File: src/rtl/sprite_pixel_serializer.sv
// sprite_pixel_serializer: serialises 32-bit sprite ROM words into addressed 4-bit pixels, one per clock.
// Define SPRITE_SERIALIZER_CLIP_EN to suppress writes to off-screen addresses (px_addr MSB set).
module sprite_pixel_serializer #(
    parameter int PIXELS_PER_WORD = 8,
    parameter int ADDR_W          = 9
) (
    input  logic                         clk,
    input  logic                         nReset,
    input  logic                         line_start,
    input  logic                         load_valid,
    output logic                         load_ready,
    input  logic [4*PIXELS_PER_WORD-1:0] rom_data,
    input  logic [ADDR_W-1:0]            x_start,
    input  logic                         flip_x,
    output logic                         px_valid,
    output logic [3:0]                   px_data,
    output logic [ADDR_W-1:0]            px_addr,
    output logic                         px_we,
    output logic                         busy
);
    localparam int W = 4 * PIXELS_PER_WORD;

    logic [W-1:0]      a_word_q, a_word_d, h_word_q, h_word_d;
    logic [ADDR_W-1:0] a_base_q, a_base_d, h_x_q, h_x_d;
    logic              a_flip_q, a_flip_d, h_flip_q, h_flip_d;
    logic              a_valid_q, a_valid_d, h_valid_q, h_valid_d;
    logic [2:0]        cnt_q, cnt_d;
    logic              px_valid_q, px_valid_d, px_we_q, px_we_d;
    logic [3:0]        px_data_q, px_data_d;
    logic [ADDR_W-1:0] px_addr_q, px_addr_d;
    logic              accept, last, clip;
    logic [3:0]        pix;
    logic [ADDR_W-1:0] addr;

    assign load_ready = !h_valid_q & !line_start;
    assign busy       = a_valid_q | h_valid_q;
    assign px_valid   = px_valid_q;
    assign px_data    = px_data_q;
    assign px_addr    = px_addr_q;
    assign px_we      = px_we_q;
    assign accept     = load_valid & load_ready;
    assign last       = a_valid_q & (cnt_q == 3'd7);
    // Pixel 0 sits in the top nibble, so unflipped order indexes nibble ~cnt from the bottom
    assign pix        = a_word_q[{(a_flip_q ? cnt_q : ~cnt_q), 2'b00} +: 4];
    assign addr       = a_base_q + ADDR_W'(cnt_q);
`ifdef SPRITE_SERIALIZER_CLIP_EN
    assign clip       = addr[ADDR_W-1];
`else
    assign clip       = 1'b0;
`endif

    always_comb begin
        a_word_d   = a_word_q;
        a_base_d   = a_base_q;
        a_flip_d   = a_flip_q;
        a_valid_d  = a_valid_q;
        h_word_d   = h_word_q;
        h_x_d      = h_x_q;
        h_flip_d   = h_flip_q;
        h_valid_d  = h_valid_q;
        cnt_d      = cnt_q;
        px_valid_d = px_valid_q;
        px_data_d  = px_data_q;
        px_addr_d  = px_addr_q;
        px_we_d    = px_we_q;
        if (line_start) begin
            a_valid_d  = 1'b0;
            h_valid_d  = 1'b0;
            cnt_d      = 3'd0;
            px_valid_d = 1'b0;
            px_we_d    = 1'b0;
        end else if (a_valid_q) begin
            px_valid_d = 1'b1;
            px_data_d  = pix;
            px_addr_d  = addr;
            px_we_d    = (pix != 4'd0) & !clip;
            cnt_d      = cnt_q + 3'd1;
            if (last) begin
                if (h_valid_q) begin
                    a_word_d  = h_word_q;
                    a_base_d  = h_x_q;
                    a_flip_d  = h_flip_q;
                    h_valid_d = 1'b0;
                end else if (accept) begin
                    a_word_d = rom_data;
                    a_base_d = x_start;
                    a_flip_d = flip_x;
                end else begin
                    a_valid_d = 1'b0;
                end
            end else if (accept) begin
                h_word_d  = rom_data;
                h_x_d     = x_start;
                h_flip_d  = flip_x;
                h_valid_d = 1'b1;
            end
        end else begin
            px_valid_d = 1'b0;
            px_we_d    = 1'b0;
            if (accept) begin
                a_word_d  = rom_data;
                a_base_d  = x_start;
                a_flip_d  = flip_x;
                a_valid_d = 1'b1;
                cnt_d     = 3'd0;
            end
        end
    end

    always_ff @(posedge clk or negedge nReset) begin
        if (!nReset) begin
            a_word_q   <= '0;
            a_base_q   <= '0;
            a_flip_q   <= 1'b0;
            a_valid_q  <= 1'b0;
            h_word_q   <= '0;
            h_x_q      <= '0;
            h_flip_q   <= 1'b0;
            h_valid_q  <= 1'b0;
            cnt_q      <= 3'd0;
            px_valid_q <= 1'b0;
            px_data_q  <= 4'd0;
            px_addr_q  <= '0;
            px_we_q    <= 1'b0;
        end else begin
            a_word_q   <= a_word_d;
            a_base_q   <= a_base_d;
            a_flip_q   <= a_flip_d;
            a_valid_q  <= a_valid_d;
            h_word_q   <= h_word_d;
            h_x_q      <= h_x_d;
            h_flip_q   <= h_flip_d;
            h_valid_q  <= h_valid_d;
            cnt_q      <= cnt_d;
            px_valid_q <= px_valid_d;
            px_data_q  <= px_data_d;
            px_addr_q  <= px_addr_d;
            px_we_q    <= px_we_d;
        end
    end
endmodule

File: config.mk
export PLATFORM = sky130hd
export DESIGN_NAME = sprite_pixel_serializer
export DESIGN_NICKNAME = d
export VERILOG_FILES = /design/src/rtl/sprite_pixel_serializer.sv
export SDC_FILE = /design/constraint.sdc
export NUM_CORES = 1
export LEC_CHECK = 0
export CAP_MARGIN = 20
export CORE_AREA = 2 2 104 106
export DETAILED_ROUTE_END_ITERATION = 10
export DIE_AREA = 0 0 106 108
export MAX_ROUTING_LAYER = met4
export PLACE_DENSITY = 0.86
export SKIP_CTS_REPAIR_TIMING = 1
export SLEW_MARGIN = 20
export SYNTH_ARGS = -nofsm -noshare
export SYNTH_HDL_FRONTEND = slang
export SYNTH_SLANG_ARGS = --single-unit
File: constraint.sdc
create_clock -name clk -period 2 [get_ports clk]
set_input_delay 0.3 -clock clk [delete_from_list [all_inputs] [get_ports clk]]
set_output_delay 0.3 -clock clk [all_outputs]
set_load 0.05 [all_outputs]
# Yosys cells after proc, flatten, opt, wreduce, memory -nomap -nowiden
# Cells that the tools add are included.
# word_totals
memories	0
ramBits	0
wordCells	64
latchBits	0
rom_bits	0
in_bits	46
regBits	104
# op_classes
mul	0
magnitude_cmp	0
muxes	29
div_mod_pow	0
bitwise	7
n_eq_ne	2
addsub	2
reduce_logical	10
n_shift	1
# op_table
op	count
$mux W32	4
$mux W9	4
$shiftx A32 B6 Y4	1
$mux W1	17
$mux W3	4
$add A9 B3 Y9	1
$reduce_and A2 Y1	3
$reduce_bool A3 Y1	2
$reduce_and A4 Y1	1
$reduce_bool A4 Y1	1
$add A3 B1 Y3 const B	1
$and A1 B1 Y1	3
$eq A3 B3 Y1 const B	1
$not A3 Y3	1
$logic_not A1 Y1	2
$ne A2 B1 Y1 const B	1
$not A1 Y1	2
$reduce_bool A2 Y1	1
$or A1 B1 Y1	1

# Longest topological paths before layout
# depth
depth_word	8
mapped_depth	8
ltp_nobuf	6

# Least setup slack after synthesis
# Ideal clock, no wire load.
# synth_path
path_type	register to register
startpoint	register cnt_q[1]
endpoint	register h_word_q[12]
setup_slack_ps	169
synth_period_minus_slack_ps	1831
setup_ps	125
stages_incl_launch_ff	6
n_path_buf	1
required_time_ps	1875
t_arrival_ps	1707
cell_sequence	dfrtp_1 -> ha_1 -> ha_1 -> nor3_4 -> buf_4 -> mux2_2
# synth_between
elab_chain_len	4
# synth_lines
item	line_no	source
start: declaration	27	logic [2:0] cnt_q, cnt_d;
start signal: assignment	134	cnt_q <= cnt_d;
$eq A3 B3 Y1	42	assign last = a_valid_q & (cnt_q == 3'd7);
$and A1 B1 Y1	42	
$not A1 Y1 (no line)	-	
$reduce_and A4 Y1 (no line)	-	
end signal: assignment	130	h_word_q <= h_word_d;
end: declaration	23	logic [W-1:0] a_word_q, a_word_d, h_word_q, h_word_d;
# Every way passes these cells.
# A chain may end at the register's enable or synchronous reset.

# Worst setup path after layout
# layout_path
startpoint	register cnt_q[0]
endpoint	register h_x_q[0]
# layout_between
elab_chain_len	4
# layout_lines
item	line_no	source
$eq A3 B3 Y1	42	
$and A1 B1 Y1	42	
$not A1 Y1 (no line)	-	
$reduce_and A4 Y1 (no line)	-	
end signal: assignment	117	h_x_q <= '0;
end signal: assignment	131	h_x_q <= h_x_d;
end: declaration	24	logic [ADDR_W-1:0] a_base_q, a_base_d, h_x_q, h_x_d;
# Every way passes these cells.

==> flow_metrics.tcl <==
set metrics [dict create \
    rows 37 \
    synthFlopType "dfrtp_1" \
    ys_warn_count 0 \
    cts_buffer_depth 2 \
    cts_root_buf "clkbuf_8" \
    path_clk_slew_ns 0.12 \
    synth_area_um2 5010 \
    clock_latency_ns 0.38 \
    avgSynthCellArea_um2 12.1 \
    drv_cap 0 \
    remaining_drc_errors 0 \
    power_density_nw_per_um2 975 \
    ys_ff_latch 104 \
    detail-route-antenna-nets 0 \
    fmax_mhz 525 \
    cp.arrival_ns 2.17 \
    dieArea_um2 11400 \
    synth_area_leader_cell "dfrtp_1" \
    tightest_slew_ns 0.556 \
    final_nets 538 \
    setup_viol_count_final 0 \
    via_count 3513 \
    min_period_ns 1.91 \
    fin_util_pct 60.3 \
    crit_top_cell "ha_1" \
    coreArea_um2 10200 \
    setup.worst_path.end_class "flip-flop" \
    start_util_pct 49.0 \
    rrSetupSlack_ns 0.09 \
    grt_pass1_wl_mm 17.1 \
    viasPerCell 5.60 \
    cp.required_ns 2.26 \
    htree_levels 3 \
    synth_top_area_share_pct 51.9 \
    multi_input_area_um2 2260 \
    finalHoldViolCount 0 \
    hold_path.class "in -> async" \
    r2r-start "cnt_q[0]$_DFFE_PN0P_" \
    n_antenna_cell 0 \
    async_flop_share_pct 100 \
    cts_sinks 104 \
    syn_inst 415 \
    dpl.cell_count 604 \
    drive_above_1_share_pct 21.4 \
    cts_buffers 9 \
    fin_hold_ws_ns 0.431 \
    grt_pass1_vias 3556 \
    r2r-end "h_x_q[0]$_DFFE_PN0P_" \
    overflow 0 \
    drv_slew 0 \
    status "finished, final reports clean" \
    crit_path_start_kind "flip-flop" \
    synth_nets 467 \
    finClkSkew_ns 0.0227 \
    worst-setup-path-type "reg -> reg" \
    gp_congestion 0.879 \
    cp_slowest_cell "dfrtp_2" \
    wl_per_cell_um 17.0 \
    critical_path.cell_chain "ha_1 -> ha_1 -> nor3_4 -> buf_4 -> clkbuf_16 -> mux2_2" \
    drt_pass1_iterations 4 \
    track_usage_pct 19.5 \
    die-width_um 106 \
    slowest_delay_ns 0.45 \
    maxSlewHeadroom_pct 62.4 \
    fin_crit_sh_pct 95.3 \
    final_cells 627 \
    synth_edf_count 0 \
    ys_seq_area_share_pct 51.9 \
    grt_max_degree 48 \
    fillCellCount 784 \
    io_pins 63 \
    critPathMaxFanout 11 \
    worst_slack_ns 0.0943 \
    portBuffers 62 \
    syn_to_final_growth_pct 23.1 \
    regArea_um2 2600 \
    pre_cts_slack_ns 0.0675 \
    yosys-top-cells-area "dfrtp_1, mux2_2, mux2i_1, mux4_2, a21oi_1" \
    synthDistinctLibCells 41 \
    drt_iter0_drc 227 \
    ir_worst_vdd_uv 575 \
    leakagePower_nw 2.78 \
    dieHeight_um 108 \
    rr_worst_depth 6 \
    cts_tree "built" \
    antenna_found_initial 0 \
    place_hpwl_mm 7.10 \
    drt_wl_total_mm 10.7 \
]
==> critical path: cells and delay by family, from the launching register on <==
| kind | cells | cell delay (ns) |
|---|---|---|
| buffers and inverters | 2 | 0.36 |
| AND/OR/NAND/NOR | 1 | 0.17 |
| multiplexers | 1 | 0.35 |
| flip-flops | 1 | 0.45 |
| adder cells (fa/ha/maj) | 2 | 0.47 |
==> placed cells by master (no fill, tap or decap), types with 9 or more instances in the layout <==
cell type / netlist / routed
dfrtp_1: 104 / 103
clkdlybuf4s50_1: 0 / 59
nor2_1: 52 / 52
a21oi_1: 50 / 50
mux2i_1: 43 / 43
mux2_2: 41 / 41
nand2_1: 21 / 20
mux4_2: 13 / 13
buf_4: 7 / 13
o21ai_0: 9 / 9
clkbuf_8: 0 / 9
==> registers in the layout, summed over array words and instances, names as in the netlist <==
signal / flops
px_data: 4
px_valid: 1
px_we: 1
h_flip_q: 1
h_word_q: 32
h_valid_q: 1
h_x_q: 9
a_word_q: 32
a_flip_q: 1
px_addr: 9
a_base_q: 9
a_valid_q: 1
cnt_q: 3
==> layout make-up <==
class | instances | area share, %
multi-input combinational | 282 | 36.6
clock inverter | 7 | 1.16
clock buffer | 9 | 2.01
tap | 136 | 2.76
inverter | 4 | 0.243
timing repair buffer | 85 | 15.1
sequential | 104 | 42.2
==> stage by stage <==
step / area (um2) / total power [mW] / setup TNS [ns]
after floorplan: 5010 / 4.12 / 0
after global placement: 5860 / 4.64 / 0
after CTS: 6060 / 6.00 / 0
after detailed placement: 5860 / 4.75 / 0
after global routing: 6170 / 6.35 / -0.0118
final: 6170 / 6.02 / 0
==> report_power, final <==
part	internal, mW	switching (mW)	total (mW)
Clock	0.488	0.784	1.27
Sequential	2.62	0.363	2.99
Combinational	0.856	0.904	1.76
Total	3.97	2.05	6.02
==> synthesized netlist by cell type (2+ instances only) <==
master and count:
buf_4 7, buf_6 3, ha_1 5, buf_2 9
or4_1 2, dfrtp_1 104, a22oi_1 2, mux2_2 41
nand2_1 21, a22o_1 6, xnor2_1 5, or3b_2 3
nand3b_1 4, nor2_1 52, nor2b_1 2, inv_1 3
o31ai_1 2, a31oi_1 2, o21ai_0 9, mux4_2 13
nand2b_1 3, mux2_1 2, a21oi_1 50, clkbuf_1 6
mux2i_1 43
==> worst max-delay path by stage <==
stage	slack [ns]	start	depth (start not counted)	endpoint
2_1_floorplan	0.17	cnt_q[1]$_DFFE_PN0P_	5	h_word_q[12]$_DFFE_PN0P_
3_3_place_gp	0.10	line_start	5	h_word_q[20]$_DFFE_PN0P_
3_5_place_dp	0.07	cnt_q[0]$_DFFE_PN0P_	7	a_word_q[10]$_DFFE_PN0P_
4_1_cts	0.03	cnt_q[0]$_DFFE_PN0P_	7	a_word_q[17]$_DFFE_PN0P_
5_1_grt	-0.006	cnt_q[0]$_DFFE_PN0P_	8	a_word_q[10]$_DFFE_PN0P_
6_report	0.09	cnt_q[0]$_DFFE_PN0P_	6	h_x_q[0]$_DFFE_PN0P_
==> cell families (layout without fill, tap and decap cells) <==
kind of cell,after synthesis,in the layout,synth area share [%]
flops,104,104,51.9
mux,100,100,24.6
xor+xnor,5,5,0.873
simple gates,93,93,8.46
fa+ha+maj,6,6,1.65
buf+inv,29,105,3.37
compound gates,78,78,9.13
==> layer usage <==
layer | up-vias | global-route usage (%) | part of all wire [%]
met4 | 0 | 7.05 | 2.9
met5 | - | - | 0
li1 | 1626 | - | -
met3 | 30 | 3.44 | 3.6
met2 | 101 | 32.3 | 50
met1 | 1756 | 24.4 | 43
Power figures use the tool's default switching activity.
